## config.mk

```make
export PLATFORM = sky130hd
export DESIGN_NAME = soc_msp430_dmem_dma
export DESIGN_NICKNAME = d
export VERILOG_FILES = /design/src/rtl/soc_msp430_dma_pkg.sv /design/src/rtl/soc_msp430_dmem_dma.sv
export SDC_FILE = /design/constraint.sdc
export NUM_CORES = 1
export LEC_CHECK = 0
export CAP_MARGIN = 40
export CORE_ASPECT_RATIO = 1.4
export CORE_MARGIN = 5
export CORE_UTILIZATION = 46
export DETAILED_ROUTE_END_ITERATION = 16
export GPL_TIMING_DRIVEN = 1
export PLACE_DENSITY = 0.86
export SKIP_CTS_REPAIR_TIMING = 1
export SLEW_MARGIN = 20
export SYNTH_ARGS = -nofsm -noshare
export SYNTH_HDL_FRONTEND = slang
export SYNTH_SLANG_ARGS = --single-unit
```

## constraint.sdc

```tcl
create_clock -name mclk -period 2.16 [get_ports mclk]
set_clock_uncertainty 0.05 [all_clocks]
set_input_delay 0.54 -clock mclk [delete_from_list [all_inputs] [get_ports mclk]]
set_output_delay 0.54 -clock mclk [all_outputs]
set_load 0.005 [all_outputs]
```

## src/rtl/soc_msp430_dma_pkg.sv

```systemverilog
// Shared types and constants for the DMEM port-B copy/fill engine.
package soc_msp430_dma_pkg;

    localparam int DMA_ADDR_W = 11;
    localparam int DMA_CNT_W  = 11;

    localparam logic [1:0] WE_NONE = 2'b00;
    localparam logic [1:0] WE_WORD = 2'b11;

    typedef enum logic [1:0] {
        ST_IDLE  = 2'b00,
        ST_READ  = 2'b01,
        ST_WRITE = 2'b10,
        ST_DONE  = 2'b11
    } dma_state_t;

endpackage

```

## src/rtl/soc_msp430_dmem_dma.sv

```systemverilog
// Word copy/fill engine on DMEM port B; moves blocks without stealing CPU data-bus cycles.
module soc_msp430_dmem_dma
    import soc_msp430_dma_pkg::*;
#(
    parameter int ADDR_W = DMA_ADDR_W,
    parameter int CNT_W  = DMA_CNT_W
) (
    input  logic              mclk,
    input  logic              puc_rst,
    input  logic [ADDR_W-1:0] cfg_src,
    input  logic [ADDR_W-1:0] cfg_dst,
    input  logic [CNT_W-1:0]  cfg_cnt,
    input  logic              cfg_fill,
    input  logic [15:0]       cfg_pattern,
    input  logic              start,
    input  logic              abort,
    output logic              busy,
    output logic              done,
    output logic              aborted,
    output logic [CNT_W-1:0]  words_left,
    output logic              enb,
    output logic [1:0]        web,
    output logic [ADDR_W-1:0] addrb,
    output logic [15:0]       dinb,
    input  logic [15:0]       doutb
);

    localparam logic [ADDR_W-1:0] ADDR_ONE  = ADDR_W'(1);
    localparam logic [ADDR_W-1:0] ADDR_ZERO = {ADDR_W{1'b0}};
    localparam logic [CNT_W-1:0]  CNT_ONE   = CNT_W'(1);
    localparam logic [CNT_W-1:0]  CNT_ZERO  = {CNT_W{1'b0}};

    dma_state_t        state_r;
    logic [ADDR_W-1:0] src_r;
    logic [ADDR_W-1:0] dst_r;
    logic [CNT_W-1:0]  cnt_r;
    logic [15:0]       pattern_r;
    logic              fill_r;
    logic              busy_r;
    logic              done_r;
    logic              aborted_r;

    logic              enb_s;
    logic [1:0]        web_s;
    logic [ADDR_W-1:0] addrb_s;
    logic [15:0]       dinb_s;

    // Transfer sequencer: state, address/count registers and status flags.
    always_ff @(posedge mclk) begin
        if (puc_rst) begin
            state_r   <= ST_IDLE;
            src_r     <= ADDR_ZERO;
            dst_r     <= ADDR_ZERO;
            cnt_r     <= CNT_ZERO;
            pattern_r <= 16'h0000;
            fill_r    <= 1'b0;
            busy_r    <= 1'b0;
            done_r    <= 1'b0;
            aborted_r <= 1'b0;
        end else begin
            case (state_r)
                ST_IDLE: begin
                    done_r <= 1'b0;
                    if (start) begin
                        src_r     <= cfg_src;
                        dst_r     <= cfg_dst;
                        cnt_r     <= cfg_cnt;
                        pattern_r <= cfg_pattern;
                        fill_r    <= cfg_fill;
                        aborted_r <= 1'b0;
                        if (cfg_cnt == CNT_ZERO) begin
                            state_r <= ST_DONE;
                            done_r  <= 1'b1;
                        end else begin
                            state_r <= cfg_fill ? ST_WRITE : ST_READ;
                            busy_r  <= 1'b1;
                        end
                    end else begin
                        state_r <= ST_IDLE;
                    end
                end
                ST_READ: begin
                    src_r <= src_r + ADDR_ONE;
                    if (abort) begin
                        state_r   <= ST_DONE;
                        busy_r    <= 1'b0;
                        done_r    <= 1'b1;
                        aborted_r <= 1'b1;
                    end else begin
                        state_r <= ST_WRITE;
                    end
                end
                ST_WRITE: begin
                    // The write strobed this cycle always lands, even under abort.
                    dst_r <= dst_r + ADDR_ONE;
                    cnt_r <= cnt_r - CNT_ONE;
                    if (abort || (cnt_r == CNT_ONE)) begin
                        state_r   <= ST_DONE;
                        busy_r    <= 1'b0;
                        done_r    <= 1'b1;
                        aborted_r <= abort;
                    end else begin
                        state_r <= fill_r ? ST_WRITE : ST_READ;
                    end
                end
                ST_DONE: begin
                    state_r <= ST_IDLE;
                    done_r  <= 1'b0;
                end
                default: begin
                    state_r <= ST_IDLE;
                    busy_r  <= 1'b0;
                    done_r  <= 1'b0;
                end
            endcase
        end
    end

    // Port-B strobe decode; the copy data path passes doutb straight through.
    always_comb begin
        enb_s   = 1'b0;
        web_s   = WE_NONE;
        addrb_s = ADDR_ZERO;
        dinb_s  = 16'h0000;
        case (state_r)
            ST_READ: begin
                enb_s   = 1'b1;
                addrb_s = src_r;
            end
            ST_WRITE: begin
                enb_s   = 1'b1;
                web_s   = WE_WORD;
                addrb_s = dst_r;
                if (fill_r) begin
                    dinb_s = pattern_r;
                end else begin
                    dinb_s = doutb;
                end
            end
            default: begin
                enb_s = 1'b0;
            end
        endcase
    end

    assign busy       = busy_r;
    assign done       = done_r;
    assign aborted    = aborted_r;
    assign words_left = cnt_r;
    assign enb        = enb_s;
    assign web        = web_s;
    assign addrb      = addrb_s;
    assign dinb       = dinb_s;

endmodule
```

==> impl_metrics.prom <==
# TYPE chip_impl_metric gauge
chip_impl_metric{name="fin_tns_setup",unit="ns"} -0.195
chip_impl_metric{name="ys_warn_count",unit=""} 0
chip_impl_metric{name="timing_worst_slew_pin_value",unit="ns"} 0.609
chip_impl_info{name="synth_top_family_by_area",value="simple AND/OR/NAND/NOR gates"} 1
chip_impl_metric{name="slew_limit_fails",unit=""} 0
chip_impl_metric{name="portion_of_netlist_area_occupied_by_mux_cells",unit=""} 0.0594
chip_impl_metric{name="grt_first_pass_wirelength",unit="um"} 16500
chip_impl_metric{name="port_buffers",unit=""} 113
chip_impl_metric{name="post_drt_via_cell_ratio",unit=""} 5.70
chip_impl_metric{name="finish.utilization",unit=""} 0.690
chip_impl_info{name="cp-startpoint",value="state_r[0]"} 1
chip_impl_metric{name="io-pin-count",unit=""} 114
chip_impl_metric{name="drive_above_1_share",unit=""} 0.127
chip_impl_metric{name="place_area",unit="um^2"} 4730
chip_impl_metric{name="yosysUniqueCellTypes",unit=""} 53
chip_impl_metric{name="h-tree-depth",unit=""} 2
chip_impl_metric{name="fin_cells",unit=""} 664
chip_impl_metric{name="syn_to_final_growth",unit="%"} 48.9
chip_impl_metric{name="detail_route.wl_per_cell",unit="um"} 15.8
chip_impl_metric{name="grt_antenna_before_repair",unit=""} 0
chip_impl_metric{name="clock_sinks",unit=""} 55
chip_impl_metric{name="synth.yosys.seq_area_share",unit=""} 0.327
chip_impl_metric{name="post_synthesis_compound_gate_area_fraction",unit=""} 0.256
chip_impl_metric{name="place.detailed.instances",unit=""} 652
chip_impl_metric{name="drt_iter0_markers",unit=""} 286
chip_impl_info{name="root_buffer",value="clkbuf_8"} 1
chip_impl_metric{name="synthXorXnorAreaFrac",unit=""} 0.00260
chip_impl_info{name="grt_setup_unrepaired",value="yes"} 1
chip_impl_info{name="hp-start",value="pattern_r[13]"} 1
chip_impl_info{name="r2r_start",value="state_r[1]"} 1
chip_impl_info{name="outcome",value="finished, violations left"} 1
chip_impl_metric{name="power.static_leakage",unit="nW"} 2.22
chip_impl_info{name="hp-class",value="register to register"} 1
chip_impl_metric{name="grt_start_max_net_pins",unit=""} 32
chip_impl_metric{name="finish.net_count",unit=""} 645
chip_impl_metric{name="grt_util_all_layers",unit=""} 0.222
chip_impl_metric{name="drtAntennaViolNets",unit=""} 0
chip_impl_info{name="synthFlopType",value="dfxtp_1"} 1
chip_impl_metric{name="synth-adder-area-share",unit=""} 0.0334
chip_impl_metric{name="cts.reportedPaths.clkPinSlew",unit="ns"} 0.10
chip_impl_metric{name="report.final.hold_viol_count",unit=""} 0
chip_impl_metric{name="syn_avg_cell_area",unit="um^2"} 7.50
chip_impl_metric{name="core.rowCount",unit=""} 37
chip_impl_metric{name="grt-ovfl-total",unit=""} 0
chip_impl_metric{name="dieWidth",unit="um"} 82.3
chip_impl_metric{name="cts_buffer_depth",unit=""} 2
chip_impl_metric{name="floorplan.die_area",unit="um^2"} 9160
chip_impl_metric{name="cellPowerDensity",unit="nW/um^2"} 550
chip_impl_metric{name="mappedNetlistNets",unit=""} 528
chip_impl_metric{name="synthArstFlopShare",unit=""} 0
chip_impl_metric{name="initial_core_util",unit=""} 0.463
chip_impl_metric{name="core_ar",unit="um^2"} 7270
chip_impl_metric{name="insertion_delay",unit="ns"} 0.31
chip_impl_metric{name="vdd.ir_drop.worst",unit="mV"} 0.486
chip_impl_info{name="path_class",value="register to primary output"} 1
chip_impl_metric{name="postSynthRegisterBits",unit=""} 55
chip_impl_metric{name="timing.final.setup_violations",unit=""} 8
chip_impl_metric{name="synth_edf_count",unit=""} 0
chip_impl_info{name="category_of_the_worst_setup_path_launch_point",value="register"} 1
chip_impl_metric{name="timing.fmax",unit="GHz"} 0.451
chip_impl_metric{name="critical_path_required",unit="ns"} 1.57
chip_impl_metric{name="synth_cells",unit=""} 449
chip_impl_metric{name="via_count",unit=""} 3786
chip_impl_info{name="failed_checks",value="negative setup slack"} 1
chip_impl_info{name="cts_tree",value="yes"} 1
chip_impl_metric{name="synthesis.area",unit="um^2"} 3370
chip_impl_metric{name="routability_congestion_estimate",unit=""} 0.868
chip_impl_metric{name="antenna_cells",unit=""} 0
chip_impl_metric{name="stdcell_area",unit="um^2"} 5020
chip_impl_metric{name="final_min_period_over_clock_period",unit=""} 1.03
chip_impl_info{name="worst_setup_path_end_kind",value="primary output"} 1
chip_impl_metric{name="final_period_minus_worst_setup_slack",unit="ns"} 2.22
chip_impl_metric{name="drc",unit=""} 0
chip_impl_metric{name="max_slew_margin",unit=""} 0.591
chip_impl_metric{name="cts_inserted_buffers",unit=""} 5
chip_impl_metric{name="critical_path_data_arrival_time",unit="ns"} 1.63
chip_impl_metric{name="maximum_net_fanout_on_the_critical_path",unit=""} 11
chip_impl_metric{name="detail_route.wirelength",unit="um"} 10500
chip_impl_metric{name="grt_pass1_vias",unit=""} 3688
chip_impl_metric{name="layout_setup_ws",unit="ns"} -0.0555
chip_impl_metric{name="y_dimension_of_the_die",unit="um"} 111
chip_impl_metric{name="dp.final_hpwl",unit="um"} 7620
chip_impl_metric{name="synthSimpleGateAreaFrac",unit=""} 0.266
chip_impl_metric{name="maxCapViolations",unit=""} 0
chip_impl_metric{name="drt_pass_1_iters",unit=""} 5
[metrics by stage]
| step | setup slack (ns) | hold slack [ns] | total power, mW |
|---|---|---|---|
| global route | -0.138 | 0.434 | 2.89 |
| detailed placement | -0.126 | 0.399 | 2.01 |
| CTS | -0.476 | 0.413 | 2.73 |
| floorplan | 0.131 | 0.386 | 1.63 |
| finish | -0.0555 | 0.413 | 2.76 |
| global placement | -0.0830 | 0.395 | 1.98 |
[path summary, 6_finish.rpt]
| check | end | slack (ns) | cells past startpoint |
|---|---|---|---|
| hold reg to reg | pattern_r[13] | 0.41 | 2 |
| setup reg to reg | src_r[6] | 0.14 | 11 |
| hold / removal | pattern_r[13] | 0.41 | 2 |
| setup / recovery | addrb[0] | -0.06 | 7 |
[flip-flops by register name (all words and copies together), names as in the netlist]
name	count
busy	1
words_left	11
src_r	11
dst_r	11
done	1
fill_r	1
state_r	2
pattern_r	16
aborted	1
[cell type report]
type                       instances  area, um^2
inverter                          10        50.0
fill                             550        2250
sequential                        55        1110
timing repair buffer             143        1460
multi-input combinational        351        2160
clock inverter                     2        35.0
clock buffer                       6        82.6
tap                               97         121
[critical path: stages, from the launching register on]
cell	delay (ns)
dfxtp_2	0.37
inv_4	0.06
ha_4	0.17
buf_4	0.14
buf_12	0.13
a22oi_1	0.21
nor2b_1	0.07
dlymetal6s2s_1	0.16
[synthesized netlist by cell type, types with 3 or more instances]
master,number,area share
mux2i_1,20,0.059
or4_4,3,0.010
o31ai_1,4,0.0089
inv_1,8,0.0089
a31oi_1,4,0.0074
ha_1,9,0.033
dfxtp_1,55,0.33
buf_2,4,0.0059
nor2b_1,22,0.041
nand3_1,9,0.013
o21a_1,3,0.0067
o22ai_1,4,0.0074
a211oi_1,7,0.016
o21ai_0,27,0.040
nand2_1,67,0.075
clkbuf_1,23,0.026
a21o_1,4,0.0089
nor3_1,11,0.016
and3_1,4,0.0074
a22oi_1,17,0.038
o32ai_1,3,0.0078
nor2_1,45,0.050
nor3b_1,4,0.0089
or3_1,3,0.0056
a21oi_1,45,0.067
nor4_1,8,0.015
[layout by cell type (no fill, tap or decap), types with 13 or more instances in the layout]
master	instances
a22oi_1	13
o21ai_0	25
nand2_1	67
buf_4	24
mux2i_1	20
dfxtp_1	53
a21oi_1	45
dlymetal6s2s_1	26
nor2_1	45
clkdlybuf4s50_1	82
nor2b_1	19
[power by group]
| group | total, mW | leakage (nW) | internal, mW | switching (mW) |
|---|---|---|---|---|
| Sequential | 1.21 | 0.454 | 1.10 | 0.104 |
| Clock | 0.725 | 0.0612 | 0.376 | 0.349 |
| Combinational | 0.827 | 1.71 | 0.446 | 0.381 |
| Total | 2.76 | 2.22 | 1.92 | 0.835 |
[kinds of logic (layout without fill, tap and decap cells)]
logic type      count (synthesis)  in the layout
compound gates                136            136
xor+xnor                        1              1
fa+ha+maj                       9              9
buf+inv                        43            161
flops                          55             55
mux                            20             20
simple gates                  185            185
[layer usage]
layer / vias to the layer above / part of all wire / track usage
met2: 150 / 0.53 / 0.392
li1: 1841 / - / -
met4: 0 / 0.020 / 0.0654
met5: - / 0 / 0
met1: 1772 / 0.38 / 0.257
met3: 23 / 0.068 / 0.0496
(Power assumes the default switching activity.)
